## config.mk

```make
export PLATFORM = sky130hd
export DESIGN_NAME = fifo_write_arbiter_flat
export DESIGN_NICKNAME = d
export VERILOG_FILES = /design/src/rtl/fifo_write_arbiter_if.sv /design/src/rtl/fifo_write_arbiter.sv /design/src/flat_wrapper.sv
export SDC_FILE = /design/constraint.sdc
export NUM_CORES = 1
export LEC_CHECK = 0
export BUFFER_PORTS_ARGS = -buffer_cell sky130_fd_sc_hd__buf_2
export CORE_AREA = 2 2 45 58
export CTS_BUF_LIST = sky130_fd_sc_hd__clkbuf_16
export DETAILED_ROUTE_END_ITERATION = 8
export DIE_AREA = 0 0 47 60
export GPL_TIMING_DRIVEN = 0
export PLACE_DENSITY_LB_ADDON = 0.3
export SYNTH_ARGS = -nofsm -noshare
export SYNTH_HDL_FRONTEND = slang
export SYNTH_SLANG_ARGS = --single-unit
```

## constraint.sdc

```tcl
create_clock -name clk -period 1.85 [get_ports clk]
set_input_delay 0.0925 -clock clk [delete_from_list [all_inputs] [get_ports clk]]
set_output_delay 0.0925 -clock clk [all_outputs]
set_load 0.05 [all_outputs]
```

## src/rtl/fifo_write_arbiter_if.sv

```systemverilog
`default_nettype none
// +------------------------------------------------------------------+
// | Module  : fifo_write_arbiter_if                                  |
// | Brief   : Producer handshake + shared FIFO write-side bundle.    |
// | Option  : FIFO_ARB_SRCID_EN widens fifo_wdata by IDW bits        |
// | Rev     : 1.0                                                    |
// +------------------------------------------------------------------+
interface fifo_write_arbiter_if #(
    parameter int NREQ   = 4,
    parameter int DWIDTH = 8
);
    localparam int IDW = $clog2(NREQ);
`ifdef FIFO_ARB_SRCID_EN
    localparam int WDW = DWIDTH + IDW;
`else
    localparam int WDW = DWIDTH;
`endif

    logic [NREQ-1:0]        req_valid;
    logic [NREQ-1:0]        req_last;
    logic [NREQ*DWIDTH-1:0] req_data;
    logic [NREQ-1:0]        req_ready;
    logic                   fifo_w_en;
    logic [WDW-1:0]         fifo_wdata;
    logic                   fifo_wfull;
    logic                   grant_active;
    logic [IDW-1:0]         grant_id;

    // Arbiter side
    modport master (
        input  req_valid, req_last, req_data, fifo_wfull,
        output req_ready, fifo_w_en, fifo_wdata, grant_active, grant_id
    );

    // Producers + FIFO side
    modport slave (
        output req_valid, req_last, req_data, fifo_wfull,
        input  req_ready, fifo_w_en, fifo_wdata, grant_active, grant_id
    );
endinterface
`default_nettype wire

```

## src/rtl/fifo_write_arbiter.sv

```systemverilog
`default_nettype none
// +------------------------------------------------------------------+
// | Module  : fifo_write_arbiter                                     |
// | Brief   : Round-robin burst arbiter sharing one FIFO write port. |
// | Option  : FIFO_ARB_SRCID_EN -> fifo_wdata = {grant_id, data}     |
// | Rev     : 1.0                                                    |
// +------------------------------------------------------------------+
module fifo_write_arbiter #(
    parameter int NREQ      = 4,
    parameter int DWIDTH    = 8,
    parameter int MAX_BURST = 4
) (
    input wire                   clk,
    input wire                   rst,
    fifo_write_arbiter_if.master bus
);
    localparam int IDW = $clog2(NREQ);
    localparam int BCW = $clog2(MAX_BURST) + 1;

    localparam logic [0:0] c_IDLE  = 1'b0;
    localparam logic [0:0] c_BURST = 1'b1;

    logic [0:0]        r_state;
    logic [IDW-1:0]    r_grant_id;
    logic [IDW-1:0]    r_last_grant;
    logic [BCW-1:0]    r_beat_cnt;

    logic              w_found;
    logic [IDW-1:0]    w_next_id;
    logic [IDW-1:0]    w_cand;
    logic              w_valid_g;
    logic              w_last_g;
    logic              w_xfer;
    logic              w_release;
    logic [DWIDTH-1:0] w_data_g;

    // Rotating search starting just after the last released grant
    always_comb begin
        w_found   = 1'b0;
        w_next_id = '0;
        w_cand    = '0;
        for (int k = 1; k <= NREQ; k++) begin
            w_cand = IDW'((int'(r_last_grant) + k) % NREQ);
            if (!w_found && bus.req_valid[w_cand]) begin
                w_found   = 1'b1;
                w_next_id = w_cand;
            end
        end
    end

    assign w_valid_g = bus.req_valid[r_grant_id];
    assign w_last_g  = bus.req_last[r_grant_id];
    assign w_data_g  = bus.req_data[r_grant_id*DWIDTH +: DWIDTH];

    // Reset suppresses any in-flight beat so a half-cycle burst never reaches the FIFO
    assign w_xfer    = (r_state == c_BURST) & w_valid_g & ~bus.fifo_wfull & ~rst;
    assign w_release = (w_xfer & (w_last_g | (r_beat_cnt == BCW'(MAX_BURST - 1))))
                     | ~w_valid_g;

    always_comb begin
        bus.req_ready = '0;
        if ((r_state == c_BURST) && !rst && !bus.fifo_wfull)
            bus.req_ready[r_grant_id] = 1'b1;
    end

    assign bus.fifo_w_en    = w_xfer;
`ifdef FIFO_ARB_SRCID_EN
    assign bus.fifo_wdata   = {r_grant_id, w_data_g};
`else
    assign bus.fifo_wdata   = w_data_g;
`endif
    assign bus.grant_active = (r_state == c_BURST);
    assign bus.grant_id     = r_grant_id;

    always_ff @(posedge clk) begin
        if (rst) begin
            r_state      <= c_IDLE;
            r_grant_id   <= '0;
            r_last_grant <= IDW'(NREQ - 1);
            r_beat_cnt   <= '0;
        end else begin
            case (r_state)
                c_IDLE: begin
                    if (w_found) begin
                        r_grant_id <= w_next_id;
                        r_beat_cnt <= '0;
                        r_state    <= c_BURST;
                    end
                end
                c_BURST: begin
                    if (w_xfer)
                        r_beat_cnt <= r_beat_cnt + BCW'(1);
                    if (w_release) begin
                        r_last_grant <= r_grant_id;
                        r_beat_cnt   <= '0;
                        r_state      <= c_IDLE;
                    end
                end
                default: r_state <= c_IDLE;
            endcase
        end
    end
endmodule
`default_nettype wire

```

## src/flat_wrapper.sv

```systemverilog
// flat-port wrapper written by rule: the top's interface ports become plain ports
module fifo_write_arbiter_flat 
#(
    parameter int NREQ      = 4,
    parameter int DWIDTH    = 8,
    parameter int MAX_BURST = 4
)
  (clk, rst, bus_req_valid, bus_req_last, bus_req_data, bus_fifo_wfull, bus_req_ready, bus_fifo_w_en, bus_fifo_wdata, bus_grant_active, bus_grant_id);
  fifo_write_arbiter_if #(.NREQ(NREQ), .DWIDTH(DWIDTH)) bus_i ();
  input wire clk;
  input wire rst;
  input wire logic [$bits(bus_i.req_valid)-1:0] bus_req_valid;
  input wire logic [$bits(bus_i.req_last)-1:0] bus_req_last;
  input wire logic [$bits(bus_i.req_data)-1:0] bus_req_data;
  input wire logic [$bits(bus_i.fifo_wfull)-1:0] bus_fifo_wfull;
  output wire logic [$bits(bus_i.req_ready)-1:0] bus_req_ready;
  output wire logic [$bits(bus_i.fifo_w_en)-1:0] bus_fifo_w_en;
  output wire logic [$bits(bus_i.fifo_wdata)-1:0] bus_fifo_wdata;
  output wire logic [$bits(bus_i.grant_active)-1:0] bus_grant_active;
  output wire logic [$bits(bus_i.grant_id)-1:0] bus_grant_id;
  assign bus_i.req_valid = bus_req_valid;
  assign bus_i.req_last = bus_req_last;
  assign bus_i.req_data = bus_req_data;
  assign bus_i.fifo_wfull = bus_fifo_wfull;
  assign bus_req_ready = bus_i.req_ready;
  assign bus_fifo_w_en = bus_i.fifo_w_en;
  assign bus_fifo_wdata = bus_i.fifo_wdata;
  assign bus_grant_active = bus_i.grant_active;
  assign bus_grant_id = bus_i.grant_id;
  fifo_write_arbiter #(.NREQ(NREQ), .DWIDTH(DWIDTH), .MAX_BURST(MAX_BURST)) u_core (.clk(clk), .rst(rst), .bus(bus_i));
endmodule
```

Word level (Yosys, flattened, before mapping)
Index checks and enable logic that the tools add are counted.
- register bits: 8
- input bits: 43
- output and inout bits: 16
- magnitude comparators: 6
- add/sub/neg operators: 5
- bitwise logic cells: 10
- reductions and logical operators: 14
- mux-type cells: 30
- shifts and indexed selects: 1
- equality and inequality tests: 3
- operators with widths (kind ; number):
    $shiftx A32 B6 Y8 ; 1
    $lt A2 B3 Y1 const B ; 5
    $mux W1 ; 13
    $bmux W1 S2 ; 6
    $mux W3 ; 3
    $mux W2 ; 4
    $logic_and A1 B1 Y1 ; 6
    $pmux W3 S2 ; 1
    $reduce_and A2 Y1 ; 3
    $logic_not A1 Y1 ; 5
    $add A2 B1 Y2 const B ; 2
    $add A2 B2 Y2 const B ; 2
    $and A1 B1 Y1 ; 4
    $mux W4 ; 1
    $not A1 Y1 ; 4
    $add A3 B1 Y3 const B ; 1
    $eq A3 B2 Y1 const B ; 1
    $ne A3 B3 Y1 const B ; 1
    $demux W1 S2 ; 1
    $ge A2 B1 Y1 const B ; 1
    $ne A2 B1 Y1 const B ; 1
    $or A1 B1 Y1 ; 2
    $pmux W1 S2 ; 1

Logic depth before layout (Yosys ltp)
- word-level depth: 15
- gate-level depth with buffers: 6

Worst setup path before layout
OpenSTA, ideal clock, no wires.
- path type: register to output
- from: reg u_core.r_state (netlist: u_core.bus.grant_active)
- to: out bus_req_ready[2]
- required time: 1.757 ns
- buffers on the path: 1
- arrival time: 2.560 ns
- stages on the path, launching flop included: 4
- setup slack: -0.802 ns
- cells stage by stage: dfxtp_1 > buf_4 > or3b_2 > nor3b_1
- cells in the longest elaborated chain, start to end: 3
- ends and longest elaborated chain (element ; RTL line ; text):
    start: declaration ; fifo_write_arbiter.sv:23 ; logic [0:0] r_state;
    start signal: assignment ; fifo_write_arbiter.sv:77 ; r_state <= c_IDLE;
    start signal: assignment ; fifo_write_arbiter.sv:87 ; r_state <= c_BURST;
    start signal: assignment ; fifo_write_arbiter.sv:96 ; r_state <= c_IDLE;
    $logic_and A1 B1 Y1 (2 in a row) ; fifo_write_arbiter.sv:62 ; if ((r_state == c_BURST) && !rst && !bus.fifo_wfull)
    $mux W4 ; fifo_write_arbiter.sv:62 ;
    end: declaration ; flat_wrapper.sv:16 ; output wire logic [$bits(bus_i.req_ready)-1:0] bus_req_ready;
Every way passes these cells.

Worst setup path in the final report
- from: reg u_core.r_grant_id[0] (netlist: u_core.bus.grant_id[0])
- to: out bus_fifo_w_en
- cells in the longest elaborated chain, start to end: 5
- ends and longest elaborated chain (element ; RTL line ; text):
    start: declaration ; fifo_write_arbiter.sv:24 ; logic [IDW-1:0] r_grant_id;
    start signal: assignment ; fifo_write_arbiter.sv:85 ; r_grant_id <= w_next_id;
    $bmux W1 S2 ; fifo_write_arbiter.sv:51 ; assign w_valid_g = bus.req_valid[r_grant_id];
    $mux W1 (not written as such) ; fifo_write_arbiter.sv:51 ;
    $and A1 B1 Y1 (3 in a row) ; fifo_write_arbiter.sv:56 ; assign w_xfer = (r_state == c_BURST) & w_valid_g & ~bus.fifo_wfull & ~rst;
    end: declaration ; flat_wrapper.sv:17 ; output wire logic [$bits(bus_i.fifo_w_en)-1:0] bus_fifo_w_en;
Every way passes these cells. The select of a mux whose other input is x is not followed.

==> implementation parameters <==
Parameter                              Value

Clocking
  Root buffer cell    clkbuf_16
  Buffer levels on the longest clock path    2
  CTS tree    yes
  Depth of the CTS H-tree    1
  CTS sink cnt    8
  Clock transition at path regs    0.04 ns
  Number of clock buffers inserted by TritonCTS    3
  Worst-skew pair later-pin latency    0.23 ns
  Post-CTS Setup Repair Bufs    0

Yosys
  Count leader, synth    dfxtp_1
  Cell type contributing the most total cell area after synthesis    dfxtp_1
  Synthesized netlist net count    124
  Mean cell area of the mapped netlist    10.04 um^2
  Synth warnings    0
  Synth cell count leaders    dfxtp_1, a21oi_1, mux4_1, nor2_1
  Number of distinct library cells after synthesis    35
  Count of flip-flops with a built-in enable after synthesis    0
  Register area share after synthesis    20.19%
  Post-synthesis instance area    793.3 um^2
  Proportion of netlist area held by the largest area contributor    approximately 20%
  Syn Inst Count    79
  FFs w/ async S/R, synth    0%
  Main area contributors after synthesis    dfxtp_1, mux4_1, mux4_2
  Flip-flop and latch count after synthesis    8
  Synth Flop Type    dfxtp_1

Critical path
  WS Path Type    reg -> out
  Start point of the critical path    u_core.bus.grant_id[0]$_SDFFE_PP0P_
  Beginning of the worst register-to-register path    u_core.r_beat_cnt[0]$_SDFFE_PP0P_
  Crit path DAT    approximately 1.7 ns
  Crit-path max cell delay    0.56 ns
  R2R depth    6
  Worst Setup End Kind    output port
  Master of the slowest instance on the critical path    mux4_2
  Critical Path Fanout Max    9
  Cells traversed along the worst timing path    buf_6 -> mux4_2 -> and2_2 -> buf_4
  CP startpoint kind    flip-flop
  Worst EP required    1.76 ns

GRT
  Via count of the first global-routing pass    between 700 and 800
  Aggregate global routing overflow    0
  Global-route usage over all layers    15.70%
  Initial antenna violation count    0
  Maximum number of pins on one net before global-route repair    11
  First-pass GRT wire length    around 3200 um

Final layout
  Nets    186
  Non-filler instance count after layout    173
  Layout-stage area growth over the synthesis result    59.94%
  Final design area excluding fillers    between 1000 and 1500 um^2
  Diode insertion count for antenna repair    0
  Layout cells sized above 1    62.14%

STA
  Clock period minus worst slack    between 1.5 and 2 ns
  Share of the cycle needed by the critical path after routing    a little over nine tenths
  Setup Viol. Count Final    0
  Transition time of the tightest slew-check pin    slightly below 0.5 ns
  Unrepaired setup endpoints after global routing    false
  Post-Route Hold Slack    about 0.17 ns
  Max-slew violation count    0
  Setup Skew    0.0004897 ns
  Max-slew headroom    67.14%
  Slack of the critical path    just over 0.05 ns
  Accumulated negative setup slack    0 ns
  Max Fclk    555.9 MHz
  Final count of hold timing violations    0

Power
  IR Drop Worst-Case VDD    0.0006676 V
  Leak pwr    0.5982 nW
  Total power per unit cell area    798.0 nW/um^2

Floorplanning
  Floorplan die height    60 um
  Total core area    roughly 2300 um^2
  Die width    47 um
  Boundary pin count    slightly below 60
  Starting density of the core    about a third
  Die area    ~2800 um^2
  Count of standard-cell rows    20

Routing
  Detailed Route Iter0 Violations    15
  Detail Route Antenna Nets    0
  Total via count in the routed design    906
  Routed WL    2390 um
  Via-per-instance ratio    5.237
  # DRC    0
  TritonRoute pass-1 iters    5
  Final routed wire length divided by cell count    13.82 um

Placed design
  Sum of net half-perimeters after detailed placement    1840 um
  Port-buffer cells    57
  Placed Instances    169
  Placed inst area    1154 um^2
  Dpl ws    -0.01352 ns
  Routability congestion estimate from global placement    0.7867

Flow run
  Max cap viols    0

Status
  Result of the run    finished clean

Hold path
  Count of cells along the worst hold path    2
  Origin of the worst min-delay path    rst
  Worst min-delay path category    in -> reg
==> layer usage <==
metal  up-vias  share of wire (%)  track usage (%)  routed length (um)
met2        48                 52            30.53                1235
met3         2                 11            4.532                 272
met1       421                 36            13.84                 861
met5         -                  0                0                   0
li1        435                  -                -                   -
met4         0               0.88            7.143                  21
==> power breakdown <==
part           total, mW  internal, mW  switching, mW  leakage (nW)
sequential         0.197         0.188        0.00934        0.0668
combinational      0.441         0.172          0.269         0.489
clock              0.375         0.282         0.0922        0.0423
total               1.01         0.642          0.370         0.598
==> final timing paths <==
kind                                         end  slack [ns]
max                                bus_fifo_w_en        0.05
min            u_core.r_beat_cnt[1]$_SDFFE_PP0P_        0.17
max reg2reg  u_core.r_last_grant[1]$_SDFFE_PP1P_        0.08
min reg2reg    u_core.r_beat_cnt[1]$_SDFFE_PP0P_        0.48
==> stage by stage <==
stage / power, mW / util (%)
5_1_grt: 1.058 / 55.11
6_report: 1.012 / 55.11
3_3_place_gp: 0.6196 / 50.11
4_1_cts: 1.004 / 53.97
2_1_floorplan: 0.5199 / -
3_5_place_dp: 0.6260 / 50.11
==> cell families after synthesis <==
| family | Yosys count | synth area share, % |
|---|---|---|
| buffers and inverters | 9 | 5.993 |
| adders and majority gates | 2 | 3.154 |
| DFF | 8 | 20.19 |
| AOI/OAI and AO/OA | 17 | 14.20 |
| muxes | 14 | 34.86 |
| and+or+nand+nor | 29 | 21.61 |
==> area by class of cell <==
| cell class | count | area [um^2] |
|---|---|---|
| buffer | 6 | 41.29 |
| clock buffer | 3 | 75.07 |
| clock inverter | 1 | 3.754 |
| fill | 210 | 1033 |
| inverter | 3 | 11.26 |
| multi-input combinational | 62 | 636.9 |
| sequential | 8 | 166.4 |
| tap | 33 | 41.29 |
| timing repair buffer | 57 | 292.8 |
==> state kept, by name (all words and copies together) (netlist names) <==
| name | cells |
|---|---|
| u_core.r_beat_cnt | 3 |
| u_core.bus.grant_id | 2 |
| u_core.r_last_grant | 2 |
| u_core.bus.grant_active | 1 |
==> repair_timing <==
item | 4_1_cts | 5_1_grt
gates cloned | 0 | 0
setup endpoints to repair | 7 | 6
hold buffers | 0 | 0
resized for setup | 3 | 8
pin swaps | 0 | 1
==> critical path: cells and delay by family, from the launching register on <==
family        cells  cell delay (ns)
mux               1             0.56
flops             1             0.34
buf+inv           2             0.32
simple gates      1             0.25
==> cell usage in the layout (no fill, tap or decap), types with 2 or more instances in the layout <==
| master | n |
|---|---|
| inv_1 | 4 |
| nand2_1 | 4 |
| dfxtp_2 | 2 |
| a31oi_1 | 3 |
| ha_1 | 2 |
| a211o_1 | 2 |
| nand3_1 | 4 |
| clkbuf_16 | 3 |
| mux2_2 | 4 |
| buf_4 | 3 |
| buf_2 | 57 |
| a21oi_1 | 6 |
| clkbuf_4 | 2 |
| dfxtp_1 | 5 |
| nor2_1 | 4 |
| mux4_1 | 5 |
| mux4_2 | 4 |
| nand2b_1 | 2 |
| nand3b_1 | 2 |
(Power assumes the default switching activity.)
